## config.mk

```make
export PLATFORM = sky130hd
export DESIGN_NAME = registro_solicitudes
export DESIGN_NICKNAME = d
export VERILOG_FILES = /design/src/rtl/registro_solicitudes_pkg.sv /design/src/rtl/registro_solicitudes_antirrebote.sv /design/src/rtl/registro_solicitudes.sv
export SDC_FILE = /design/constraint.sdc
export NUM_CORES = 1
export LEC_CHECK = 0
export ABC_AREA = 1
export BUFFER_PORTS_ARGS = -buffer_cell sky130_fd_sc_hd__buf_2
export CORE_ASPECT_RATIO = 0.6
export CORE_MARGIN = 4
export CORE_UTILIZATION = 45
export DETAILED_ROUTE_END_ITERATION = 8
export PLACE_DENSITY = 0.73
export SLEW_MARGIN = 10
export SYNTH_ARGS = -nofsm -noshare
export SYNTH_HDL_FRONTEND = slang
export SYNTH_HIERARCHICAL = 1
export SYNTH_SLANG_ARGS = --single-unit
```

## constraint.sdc

```tcl
create_clock -name clk -period 1.25 [get_ports clk]
set_input_delay 0.125 -clock clk [delete_from_list [all_inputs] [get_ports clk]]
set_output_delay 0.125 -clock clk [all_outputs]
set_load 0.01 [all_outputs]
```

## src/rtl/registro_solicitudes_pkg.sv

```systemverilog
// +----------------------------------------------------------------------+
// | pkg_ascensor: elevator request bit map and floor/direction helpers   |
// | Rev 1.0                                                              |
// +----------------------------------------------------------------------+
`default_nettype none

package pkg_ascensor;

    localparam int NUM_PISOS  = 4;

    localparam int BTN_P1_SUB = 0;
    localparam int BTN_P2_BAJ = 1;
    localparam int BTN_P2_SUB = 2;
    localparam int BTN_P3_BAJ = 3;
    localparam int BTN_P3_SUB = 4;
    localparam int BTN_P4_BAJ = 5;
    localparam int BTN_CAB_P1 = 6;
    localparam int BTN_CAB_P2 = 7;
    localparam int BTN_CAB_P3 = 8;
    localparam int BTN_CAB_P4 = 9;

    function automatic logic [1:0] piso_de_bit(input int idx);
        logic [1:0] piso;
        case (idx)
            BTN_P1_SUB, BTN_CAB_P1:             piso = 2'd0;
            BTN_P2_BAJ, BTN_P2_SUB, BTN_CAB_P2: piso = 2'd1;
            BTN_P3_BAJ, BTN_P3_SUB, BTN_CAB_P3: piso = 2'd2;
            BTN_P4_BAJ, BTN_CAB_P4:             piso = 2'd3;
            default:                            piso = 2'd3;
        endcase
        return piso;
    endfunction

    // Hall button at a floor for a direction (1 = up); -1 where none exists.
    function automatic int bit_hall(input logic [1:0] piso, input logic dir);
        int p;
        int idx;
        p = int'(piso);
        if (dir) begin
            idx = (p < NUM_PISOS - 1) ? (BTN_P1_SUB + 2 * p) : -1;
        end else begin
            idx = (p > 0) ? (BTN_P2_BAJ + 2 * (p - 1)) : -1;
        end
        return idx;
    endfunction

endpackage

`default_nettype wire

```

## src/rtl/registro_solicitudes_antirrebote.sv

```systemverilog
// +----------------------------------------------------------------------+
// | antirrebote: 2-flop sync, debounce and rising-edge pulse of 1 button |
// | Rev 1.0                                                              |
// +----------------------------------------------------------------------+
`default_nettype none

module antirrebote #(
    parameter int DEBOUNCE_CYCLES = 16
) (
    input  logic clk,
    input  logic rst_n,
    input  logic i_boton,
    output logic o_pulso
);

    localparam int            CW      = $clog2(DEBOUNCE_CYCLES);
    localparam logic [CW-1:0] CNT_MAX = CW'(DEBOUNCE_CYCLES - 1);

    logic          sync1_q, sync1_d;
    logic          sync2_q, sync2_d;
    logic          estable_q, estable_d;
    logic          pulso_q, pulso_d;
    logic [CW-1:0] cnt_q, cnt_d;

    always_comb begin
        sync1_d   = i_boton;
        sync2_d   = sync1_q;
        estable_d = estable_q;
        pulso_d   = 1'b0;
        cnt_d     = '0;
        if (sync2_q != estable_q) begin
            if (cnt_q == CNT_MAX) begin
                estable_d = sync2_q;
                pulso_d   = sync2_q;
            end else begin
                cnt_d = cnt_q + 1'b1;
            end
        end
    end

    always_ff @(posedge clk) begin
        if (!rst_n) begin
            sync1_q   <= 1'b0;
            sync2_q   <= 1'b0;
            estable_q <= 1'b0;
            pulso_q   <= 1'b0;
            cnt_q     <= '0;
        end else begin
            sync1_q   <= sync1_d;
            sync2_q   <= sync2_d;
            estable_q <= estable_d;
            pulso_q   <= pulso_d;
            cnt_q     <= cnt_d;
        end
    end

    assign o_pulso = pulso_q;

endmodule

`default_nettype wire

```

## src/rtl/registro_solicitudes.sv

```systemverilog
// +----------------------------------------------------------------------+
// | registro_solicitudes: latched floor requests and direction summaries |
// | Rev 1.0                                                              |
// +----------------------------------------------------------------------+
`default_nettype none

module registro_solicitudes
    import pkg_ascensor::*;
#(
    parameter int DEBOUNCE_CYCLES = 16,
    parameter int NUM_BOTONES     = 10
) (
    input  logic                   clk,
    input  logic                   rst_n,
    input  logic [NUM_BOTONES-1:0] botones,
    input  logic [1:0]             piso_actual,
    input  logic                   atender,
    input  logic                   dir_atender,
    output logic [NUM_BOTONES-1:0] luces,
    output logic                   hay_arriba,
    output logic                   hay_abajo,
    output logic                   hay_aqui,
    output logic                   hay_pendiente
);

    logic [NUM_BOTONES-1:0] w_pulsos;
    logic [NUM_BOTONES-1:0] w_clr;
    logic                   w_mas_alla;

    logic [NUM_BOTONES-1:0] luces_q, luces_d;
    logic                   arriba_q, arriba_d;
    logic                   abajo_q, abajo_d;
    logic                   aqui_q, aqui_d;
    logic                   pendiente_q, pendiente_d;

    generate
        for (genvar gi = 0; gi < NUM_BOTONES; gi++) begin : g_antirrebote
            antirrebote #(
                .DEBOUNCE_CYCLES(DEBOUNCE_CYCLES)
            ) u_antirrebote (
                .clk    (clk),
                .rst_n  (rst_n),
                .i_boton(botones[gi]),
                .o_pulso(w_pulsos[gi])
            );
        end
    endgenerate

    // Any request still waiting beyond this floor in the leaving direction.
    always_comb begin
        w_mas_alla = 1'b0;
        for (int i = 0; i < NUM_BOTONES; i++) begin
            if (luces_q[i]) begin
                if (dir_atender ? (piso_de_bit(i) > piso_actual)
                                : (piso_de_bit(i) < piso_actual)) begin
                    w_mas_alla = 1'b1;
                end
            end
        end
    end

    always_comb begin
        w_clr = '0;
        for (int i = 0; i < NUM_BOTONES; i++) begin
            if (atender) begin
                if ((i == BTN_CAB_P1 + int'(piso_actual)) ||
                    (i == bit_hall(piso_actual, dir_atender)) ||
                    ((piso_actual == 2'd0) && (i == BTN_P1_SUB)) ||
                    ((piso_actual == 2'd3) && (i == BTN_P4_BAJ)) ||
                    (!w_mas_alla && (i == bit_hall(piso_actual, !dir_atender)))) begin
                    w_clr[i] = 1'b1;
                end
            end
        end
    end

    // Clear has priority: the passenger on that button is being served now.
    always_comb begin
        luces_d     = (luces_q | w_pulsos) & ~w_clr;
        arriba_d    = 1'b0;
        abajo_d     = 1'b0;
        aqui_d      = 1'b0;
        pendiente_d = |luces_q;
        for (int i = 0; i < NUM_BOTONES; i++) begin
            if (luces_q[i]) begin
                if (piso_de_bit(i) > piso_actual)  arriba_d = 1'b1;
                if (piso_de_bit(i) < piso_actual)  abajo_d  = 1'b1;
                if (piso_de_bit(i) == piso_actual) aqui_d   = 1'b1;
            end
        end
    end

    always_ff @(posedge clk) begin
        if (!rst_n) begin
            luces_q     <= '0;
            arriba_q    <= 1'b0;
            abajo_q     <= 1'b0;
            aqui_q      <= 1'b0;
            pendiente_q <= 1'b0;
        end else begin
            luces_q     <= luces_d;
            arriba_q    <= arriba_d;
            abajo_q     <= abajo_d;
            aqui_q      <= aqui_d;
            pendiente_q <= pendiente_d;
        end
    end

    assign luces         = luces_q;
    assign hay_arriba    = arriba_q;
    assign hay_abajo     = abajo_q;
    assign hay_aqui      = aqui_q;
    assign hay_pendiente = pendiente_q;

endmodule

`default_nettype wire

```

==> results.md <==
* Status: finished clean
* Crit-path max FO at 4
* All-layer global routing usage at 15.65%
* WL final at 7181 um
* CTS Buf Count at 9
* Fin crit share at 90.12%
* Synthesized flop and latch total at 94
* Worst EP required at 1480 ps
* CTS tree: built
* # rows at 25
* Ant. Diodes at 0
* Largest net degree at the start of global routing at 34
* XOR/XNOR Fraction of Synth Area at 2.288%
* Layout Nets at 564
* I/O pins at 30
* Leakage at 2.115 nW
* WL per Instance at 11.17 um
* Cell Pwr Density at 1358 nW/um^2
* CTS root buf: clkbuf_16
* Largest area contributor in the synthesized netlist: dfxtp_1
* Die Area at 10100 sq um
* Seq/Total Area, Yosys at 49.15%
* Min-Delay Path Depth at 2
* Ys Warns at 6
* Worst Hold Class: input port to register
* Critical path type: register to register
* Initial Util at 47.44%
* Post-DP HPWL at 5386 um
* Vias at 3072
* Layout cells sized above 1 at 20.00%
* Synth unique cells at 24
* Area after DPL at 4222 sq um
* Slew Limit Headroom at 82.88%
* Final setup violation count at 0
* F_max at 887.7 MHz
* Grt total ovfl at 0
* Reg2reg setup slack at 120 ps
* Filler cell count at 708
* Worst hold path startpoint: atender
* Register Area at 1882 sq um
* Setup WS pre-CTS at -86.88 ps
* Remaining DRCs at 0
* Max clock buf depth at 2
* Post-Syn Area at 3829 sq um
* Syn avg cell area at 8.198 sq um
* Synth top area share at 49.15%
* Final Max Tran Viols at 0
* Layout Skew at 6.549 ps
* Number of max-cap violations at 0
* Initial antenna violation count at 0
* Clock transition at path regs at 60 ps
* Fin area at 4668 sq um
* First-pass GRT wire length at 12490 um
* Worst Reg-to-Reg Cells at 8
* Mux contribution to synthesized area at 0%
* Clk sink count at 94
* Synth Area in Adders at 5.882%
* Vias/cell at 4.778
* Die H at 79.45 um
* Main combinational cell family by area after synthesis: simple AND/OR/NAND/NOR gates
* WHS Endpoint: luces[3]$_SDFF_PN0_
* Core area at 8070 sq um
* Min Tclk post-route at 1127 ps
* Initial DRC count at 134
* Hold Vio Cnt, Final at 0
* Tightest Pin Transition at 254.1 ps
* RR Startpoint: luces[1]$_SDFF_PN0_
* R2R Path End: luces[3]$_SDFF_PN0_
* Vias in the first global route at 2895
* Compound-cell area share of the yosys netlist at 7.712%
* Peak VDD IR at 0.001111 V
* I/O Buffers at 29
* Post-synthesis cell count at 467
* Area Growth Syn to Fin at 21.93%
* H-tree level count at 3
* Final GP Congestion at 0.9382
* Synth Area in Simple Gates at 27.91%
* Setup crit start kind: register
* 1st-pass router iterations at 4
* RSZ-0062 raised after global routing: false
* Syn_nets at 501
* Worst-skew pair later-pin latency at 340 ps
* Die Span X at 127.1 um
* Synth area leaders: dfxtp_1 49%, nand2_1 8.8%, nor2_1 6.6%, ha_1 5.9%, inv_1 4.9%
* Setup WS post-layout at 123.5 ps
* Multi-input gate area at 1689 sq um
* Critical Path AT at 1350 ps
* Worst setup EP type: register
* Routed Antenna Nets at 0
## worst max-delay path: stages, from the launching register on
cell and delay (ps):
dfxtp_1 340, inv_1 100, nand3_4 100, nand2_1 100, nand3_1 80, nand2_2 100, nand2_1 60, nand2_1 70
a21oi_2 50
## layout make-up
cell class / instances / share of cell area, %
timing repair buffer: 55 / 8.094
clock inverter: 5 / 1.742
multi-input combinational: 306 / 36.18
clock buffer: 11 / 5.414
inverter: 64 / 5.360
sequential: 94 / 40.31
tap: 108 / 2.895
## cell usage after synthesis
| library cell | n |
|---|---|
| o31a_1 | 1 |
| o21ai_1 | 6 |
| nand3_2 | 12 |
| a21oi_2 | 13 |
| a21oi_1 | 17 |
| ha_1 | 18 |
| nor2_1 | 67 |
| o21ai_2 | 2 |
| or2_1 | 10 |
| xnor2_1 | 10 |
| nand4_1 | 22 |
| inv_6 | 2 |
| inv_2 | 12 |
| buf_2 | 1 |
| nand2_1 | 90 |
| clkbuf_1 | 1 |
| nand2_4 | 1 |
| dfxtp_1 | 94 |
| nor3_1 | 1 |
| inv_1 | 50 |
| nand3_1 | 26 |
| buf_6 | 1 |
| o21ai_0 | 8 |
| nand2_2 | 2 |
## cell usage in the layout, fill, tap and decap left out, types with 4 or more instances in the layout
cell           instances
a21oi_1               17
inv_1                 50
nand4_1               22
a21oi_2               13
ha_1                  18
xnor2_1               10
clkbuf_16              9
buf_2                 29
nand3_2               11
buf_4                 15
nand2_1               88
dfxtp_1               94
or2_1                 10
dlygate4sd3_1         10
nand3_1               26
o21ai_1                6
o21ai_0                8
inv_2                 12
nor2_1                67
nand2_2                4
## metal layers
metal	part of all wire [%]	GRT usage, %
met4	0.99	5.032
met2	42	24.05
met3	9.5	7.821
met5	0	0
met1	47	19.26
## sequential cells by signal (all words and copies together), names as in the netlist
register                               flops
hay_arriba                                 1
luces                                     10
g_antirrebote.u_antirrebote/cnt_q         40
hay_abajo                                  1
g_antirrebote.u_antirrebote/sync1_q       10
hay_pendiente                              1
g_antirrebote.u_antirrebote/o_pulso       10
hay_aqui                                   1
g_antirrebote.u_antirrebote/estable_q     10
g_antirrebote.u_antirrebote/sync2_q       10
## power by group
| group | total [mW] | switching [mW] | internal (mW) | leakage [nW] |
|---|---|---|---|---|
| clock network | 2.95 | 1.09 | 1.86 | 0.162 |
| logic | 0.329 | 0.186 | 0.143 | 1.19 |
| registers | 3.06 | 0.0260 | 3.04 | 0.762 |
## per-stage QoR
step | util, % | power [mW] | setup TNS (ps) | hold slack, ps | instances
2_1_floorplan | - | 3.308 | 0 | 218.5 | 467
3_3_place_gp | 52.31 | 3.423 | -167.9 | 303.9 | 617
3_5_place_dp | 52.31 | 3.432 | -293.2 | 310.3 | 617
4_1_cts | 57.69 | 6.431 | 0 | 98.24 | 643
5_1_grt | 57.85 | 6.620 | 0 | 118.7 | 643
6_report | 57.85 | 6.339 | 0 | 111.1 | 643
## kinds of logic (layout without fill, tap and decap cells)
family	count (synthesis)	in the layout
AND/OR/NAND/NOR	231	231
AO/OA/AOI/OAI	47	47
XOR/XNOR	10	10
adder cells (fa/ha/maj)	18	18
flip-flops	94	94
buffers and inverters	67	135
## worst max path at each step
stage | startpoint | to | slack [ps] | cells past startpoint
after detailed placement | piso_actual[0] | luces[3]$_SDFF_PN0_ | -90 | 12
after floorplan | piso_actual[0] | luces[3]$_SDFF_PN0_ | 190 | 9
after CTS | luces[2]$_SDFF_PN0_ | luces[3]$_SDFF_PN0_ | 80 | 8
final | luces[1]$_SDFF_PN0_ | luces[3]$_SDFF_PN0_ | 120 | 8
after global routing | luces[2]$_SDFF_PN0_ | luces[3]$_SDFF_PN0_ | 20 | 8
after global placement | piso_actual[0] | luces[3]$_SDFF_PN0_ | -70 | 12
## timing repair
action	4_1_cts	5_1_grt
setup endpoints to repair	0	3
setup buffers	0	0
gates resized for setup	0	3
endpoints found under the hold margin	10	0
hold buffers	10	0
No activity file was read; power rests on OpenSTA's default activity.
